--- src/rtl/regfile_pkg.sv ---
// Shared types and default sizes for the multiport register file and its clear sequencer.
package regfile_pkg;

  localparam int DATA_W_DEF = 8;
  localparam int ADDR_W_DEF = 3;

  typedef enum logic {
    IDLE  = 1'b0,
    CLEAR = 1'b1
  } clr_state_e;

endpackage

--- src/rtl/regfile_clear_fsm.sv ---
// Clear sequencer: walks indices 1..DEPTH-1, one per cycle, with busy high for the whole walk.
// Entry 0 is hardwired to zero, so the walk starts at 1 and takes DEPTH-1 cycles.
module regfile_clear_fsm
  import regfile_pkg::*;
#(
  parameter int ADDR_W = ADDR_W_DEF
) (
  input  logic              clk,
  input  logic              rst_n,
  input  logic              clr_req,
  output logic              busy,
  output logic [ADDR_W-1:0] clr_idx
);

  localparam logic [ADDR_W-1:0] IDX_FIRST = ADDR_W'(1);
  localparam logic [ADDR_W-1:0] IDX_LAST  = '1;

  clr_state_e        state_q;
  logic              busy_q;
  logic [ADDR_W-1:0] idx_q;

  // clr_req is only looked at in IDLE, so requests during a clear neither restart nor extend it
  always_ff @(posedge clk) begin
    if (!rst_n) begin
      state_q <= IDLE;
      busy_q  <= 1'b0;
      idx_q   <= IDX_FIRST;
    end else begin
      case (state_q)
        IDLE: begin
          if (clr_req) begin
            state_q <= CLEAR;
            busy_q  <= 1'b1;
            idx_q   <= IDX_FIRST;
          end
        end
        CLEAR: begin
          if (idx_q == IDX_LAST) begin
            state_q <= IDLE;
            busy_q  <= 1'b0;
            idx_q   <= IDX_FIRST;
          end else begin
            idx_q <= idx_q + ADDR_W'(1);
          end
        end
      endcase
    end
  end

  assign busy    = busy_q;
  assign clr_idx = idx_q;

endmodule

--- src/rtl/regfile_multiport.sv ---
// 2-read / 2-write register file with entry 0 hardwired to zero and a sequenced clear.
// Define REGFILE_BYPASS_EN to forward same-cycle accepted write data onto the read ports.
module regfile_multiport
  import regfile_pkg::*;
#(
  parameter int DATA_W = DATA_W_DEF,
  parameter int ADDR_W = ADDR_W_DEF
) (
  input  logic              clk,
  input  logic              rst_n,
  input  logic              rd_en_a,
  input  logic [ADDR_W-1:0] rd_addr_a,
  output logic [DATA_W-1:0] rd_data_a,
  input  logic              rd_en_b,
  input  logic [ADDR_W-1:0] rd_addr_b,
  output logic [DATA_W-1:0] rd_data_b,
  input  logic              wr_en0,
  input  logic [ADDR_W-1:0] wr_addr0,
  input  logic [DATA_W-1:0] wr_data0,
  input  logic              wr_en1,
  input  logic [ADDR_W-1:0] wr_addr1,
  input  logic [DATA_W-1:0] wr_data1,
  input  logic              clr_req,
  output logic              busy
);

  localparam int DEPTH = 1 << ADDR_W;

  logic [DATA_W-1:0] mem_q [DEPTH];
  logic [DATA_W-1:0] mem_d [DEPTH];
  logic [DATA_W-1:0] rd_data_a_q, rd_data_a_d;
  logic [DATA_W-1:0] rd_data_b_q, rd_data_b_d;
  logic [DATA_W-1:0] rd_val_a, rd_val_b;
  logic [ADDR_W-1:0] clr_idx;
  logic              wr_ok, wr0_acc, wr1_acc;

  regfile_clear_fsm #(.ADDR_W(ADDR_W)) u_clear_fsm (
    .clk     (clk),
    .rst_n   (rst_n),
    .clr_req (clr_req),
    .busy    (busy),
    .clr_idx (clr_idx)
  );

  // Writes are dropped, not held, while clearing or on the request cycle itself
  assign wr_ok   = !busy && !clr_req;
  assign wr0_acc = wr_en0 && wr_ok && (wr_addr0 != '0);
  assign wr1_acc = wr_en1 && wr_ok && (wr_addr1 != '0);

  always_comb begin
    mem_d = mem_q;
    if (busy) mem_d[clr_idx] = '0;
    if (wr0_acc) mem_d[wr_addr0] = wr_data0;
    if (wr1_acc) mem_d[wr_addr1] = wr_data1;
    mem_d[0] = '0;
  end

  always_comb begin
    rd_val_a = (rd_addr_a == '0) ? '0 : mem_q[rd_addr_a];
    rd_val_b = (rd_addr_b == '0) ? '0 : mem_q[rd_addr_b];
`ifdef REGFILE_BYPASS_EN
    // Port 1 is checked first so it wins when both write ports hit the read address
    if (wr1_acc && (wr_addr1 == rd_addr_a)) rd_val_a = wr_data1;
    else if (wr0_acc && (wr_addr0 == rd_addr_a)) rd_val_a = wr_data0;
    if (wr1_acc && (wr_addr1 == rd_addr_b)) rd_val_b = wr_data1;
    else if (wr0_acc && (wr_addr0 == rd_addr_b)) rd_val_b = wr_data0;
`endif
  end

  always_comb begin
    rd_data_a_d = rd_en_a ? rd_val_a : rd_data_a_q;
    rd_data_b_d = rd_en_b ? rd_val_b : rd_data_b_q;
  end

  always_ff @(posedge clk) begin
    if (!rst_n) begin
      for (int i = 0; i < DEPTH; i++) mem_q[i] <= '0;
      rd_data_a_q <= '0;
      rd_data_b_q <= '0;
    end else begin
      mem_q       <= mem_d;
      rd_data_a_q <= rd_data_a_d;
      rd_data_b_q <= rd_data_b_d;
    end
  end

  assign rd_data_a = rd_data_a_q;
  assign rd_data_b = rd_data_b_q;

endmodule

--- config.mk ---
export PLATFORM = sky130hd
export DESIGN_NAME = regfile_multiport
export DESIGN_NICKNAME = d
export VERILOG_FILES = /design/src/rtl/regfile_pkg.sv /design/src/rtl/regfile_clear_fsm.sv /design/src/rtl/regfile_multiport.sv
export SDC_FILE = /design/constraint.sdc
export NUM_CORES = 1
export LEC_CHECK = 0
export ABC_AREA = 0
export CORE_UTILIZATION = 30
export DETAILED_ROUTE_END_ITERATION = 16
export PLACE_DENSITY = 0.51
export SYNTH_ARGS = -nofsm -noshare
export SYNTH_HDL_FRONTEND = slang
export SYNTH_HIERARCHICAL = 1
export SYNTH_SLANG_ARGS = --single-unit
--- constraint.sdc ---
create_clock -name clk -period 2.02 [get_ports clk]
set_input_delay 0.303 -clock clk [delete_from_list [all_inputs] [get_ports clk]]
set_output_delay 0.303 -clock clk [all_outputs]
set_load 0.05 [all_outputs]
==> results.py <==
metrics = {
    "cts": {
        "root_buffer": "clkbuf_16",
        "cts.sinks": 77,
        "path_clk_slew_ps": 60,
        "cts_setup_buffers": 0,
        "cts.repair.resized": 0,
        "clk_path_buf_depth": 2,
        "cts_buffers": 9,
        "htreeDepth": 3,
        "hold_buffers": 0,
        "clock_latency_ps": 340,
        "cts_tree": "done",
    },
    "yosys": {
        "yosysTopAreaCellShare": 0.361,
        "synth_seq_cells": 77,
        "syn_nets": 490,
        "yosysMostFrequentCell": "dfxtp_1",
        "netlist_instances": 452,
        "synth_cell_types": 48,
        "synth_commonest_cells": "dfxtp_1 (77), a221oi_1 (66), o21ai_0 (63)",
        "synth_edf_count": 0,
        "ys_seq_area_frac": 0.361,
        "synth-main-ff-cell": "dfxtp_1",
        "netlist_area_um2": 4270,
        "synth.avg_cell_area_um2": 9.45,
        "synth_top_area_cell": "dfxtp_1",
        "async_flop_share": 0,
        "synth_area_leaders": "dfxtp_1 (36%), a221oi_1 (14%), mux4_2 (8.4%)",
        "yosys_warnings": 6,
    },
    "setup_path": {
        "critPathMaxStageDelay_ps": 800,
        "r2r_slack_ps": 240,
        "crit_required_ps": 1720,
        "crit_chain": "clkdlybuf4s50_1",
        "worstReg2RegEnd": "mem_q[42]",
        "critPathTopFamily": "buffers and inverters",
        "r2r-start": "u_clear_fsm/busy",
        "slowest_stage": "clkdlybuf4s50_1",
        "end_kind": "primary output",
        "ff2ff_path_depth": 6,
        "worst_setup_path_start_kind": "register",
        "path_buf_inv": 1,
        "crit_type": "reg2out",
        "cp.arrival_ps": 1480,
        "path_max_fanout": 2,
    },
    "sta": {
        "tightest_slew_ps": 501,
        "min_period_over_period": 0.882,
        "holdWs_ps": 325,
        "rsz0062_at_grt": "false",
        "fmax_ghz": 0.561,
        "finalHoldViolCount": 0,
        "finalMaxSlewViolations": 0,
        "skew_ps": 4.46,
        "setup_viol": 0,
        "min_period_ps": 1780,
        "layout_setup_ws_ps": 237,
        "maxSlewHeadroom": 0.665,
    },
    "global_route": {
        "grt_pass1_vias": 3883,
        "antenna_found_initial": 0,
        "grt_pass1_wl_um": 22300,
        "overflow": 0,
        "grt_max_degree": 46,
        "grt_usage": 0.201,
    },
    "routing": {
        "drt_pass1_iterations": 5,
        "drtIter0Drc": 293,
        "viasPerCell": 5.69,
        "dr_total_vias": 4044,
        "wl_per_cell_um": 19.6,
        "wirelength_um": 14000,
        "drc": 0,
        "ant_nets": 0,
    },
    "flow_run": {
        "drv_cap": 0,
    },
    "finish": {
        "fin_util": 0.405,
        "diodes": 0,
        "fin_nets": 564,
        "drive_gt1_frac": 0.205,
        "area_growth_pct": 31.4,
        "fin_cells": 711,
    },
    "floorplanning": {
        "die_area_um2": 14700,
        "fp.dieH_um": 121,
        "ios": 52,
        "core_area_um2": 13900,
        "num_rows": 43,
        "initial_core_util": 0.308,
        "die_w_um": 121,
    },
    "power": {
        "ir_drop_v": 0.000410,
        "p_per_area_nw_per_um2": 707,
        "p_leak_uw": 0.00194,
    },
    "placement": {
        "io_buffer_count": 51,
        "dpl_worst_slack_ps": -48.1,
        "globalplace.congestion": 0.833,
        "dp_hpwl_um": 10400,
        "post-place-cells": 695,
    },
    "hold_path": {
        "worstHoldStart": "rst_n",
        "hold_class": "in2reg",
        "holdPathEnd": "u_clear_fsm/clr_idx[0]",
        "hold_depth": 2,
    },
    "run_status": {
        "status": "finished, final reports clean",
    },
}
[cell type report]
class,count,area [µm²]
fill,1389,8260
inverter,5,18.8
multi-input combinational,344,2590
clock inverter,3,42.5
timing repair buffer,89,926
tap,180,225
clock buffer,13,270
sequential,77,1540
[worst max-delay path by stage]
stage	startpoint	to	slack [ps]	depth (start not counted)
finish	rd_data_a[3]	rd_data_a[3]	240	1
global route	u_clear_fsm/busy	mem_q[40]	60	6
CTS	rd_data_a[3]	rd_data_a[3]	220	1
detailed placement	clr_req	mem_q[15]	-50	6
global placement	clr_req	mem_q[4]	-6	6
floorplan	u_clear_fsm/busy	mem_q[40]	300	5
[layout by cell type (no fill, tap or decap), drive strengths merged, types with 3 or more instances in the layout]
cell type / netlist / final
nor2b: 11 / 11
nor3b: 5 / 5
clkbuf: 19 / 13
nor3: 9 / 9
buf: 7 / 40
mux4: 16 / 16
dfxtp: 77 / 77
clkdlybuf4s50: 0 / 49
mux2: 14 / 14
nand3: 8 / 8
o31ai: 10 / 10
a221oi: 66 / 66
nor2: 67 / 67
o21ai: 63 / 63
nand3b: 12 / 12
and3b: 4 / 4
nand2: 11 / 11
nor4bb: 3 / 3
ha: 3 / 3
a21oi: 9 / 9
inv: 5 / 5
[cells by family after synthesis]
family          after synthesis  share of synthesized area
flops                        77                      0.361
compound gates              164                      0.276
fa+ha+maj                     3                    0.00879
simple gates                145                      0.196
buf+inv                      31                     0.0325
mux                          32                      0.126
[metal layers]
| layer | GRT usage | vias to the layer above | part of all wire |
|---|---|---|---|
| met1 | 0.280 | 1945 | 0.47 |
| met2 | 0.310 | 136 | 0.45 |
| met4 | 0.0725 | 0 | 0.018 |
| met5 | 0 | - | 0 |
| met3 | 0.0348 | 22 | 0.058 |
| li1 | - | 1941 | - |
[through the flow]
step           TNS [ps]  power [µW]  area [µm²]
2_1_floorplan         0        2010        4270
3_3_place_gp      -12.7        2290        5300
3_5_place_dp       -486        2290        5300
4_1_cts               0        4000        5620
5_1_grt               0        4130        5620
6_report              0        3970        5620
[report_power, final]
group	internal, µW	switching (µW)
registers	1570	54.3
logic	288	348
clock network	1060	648
total	2920	1050
[flip-flops by register name (all words and copies together), names as in the netlist]
name                 flops
mem_q                   56
rd_data_a                8
rd_data_b                8
u_clear_fsm/busy         1
u_clear_fsm/clr_idx      3
u_clear_fsm/state_q      1
Power figures use the tool's default switching activity.
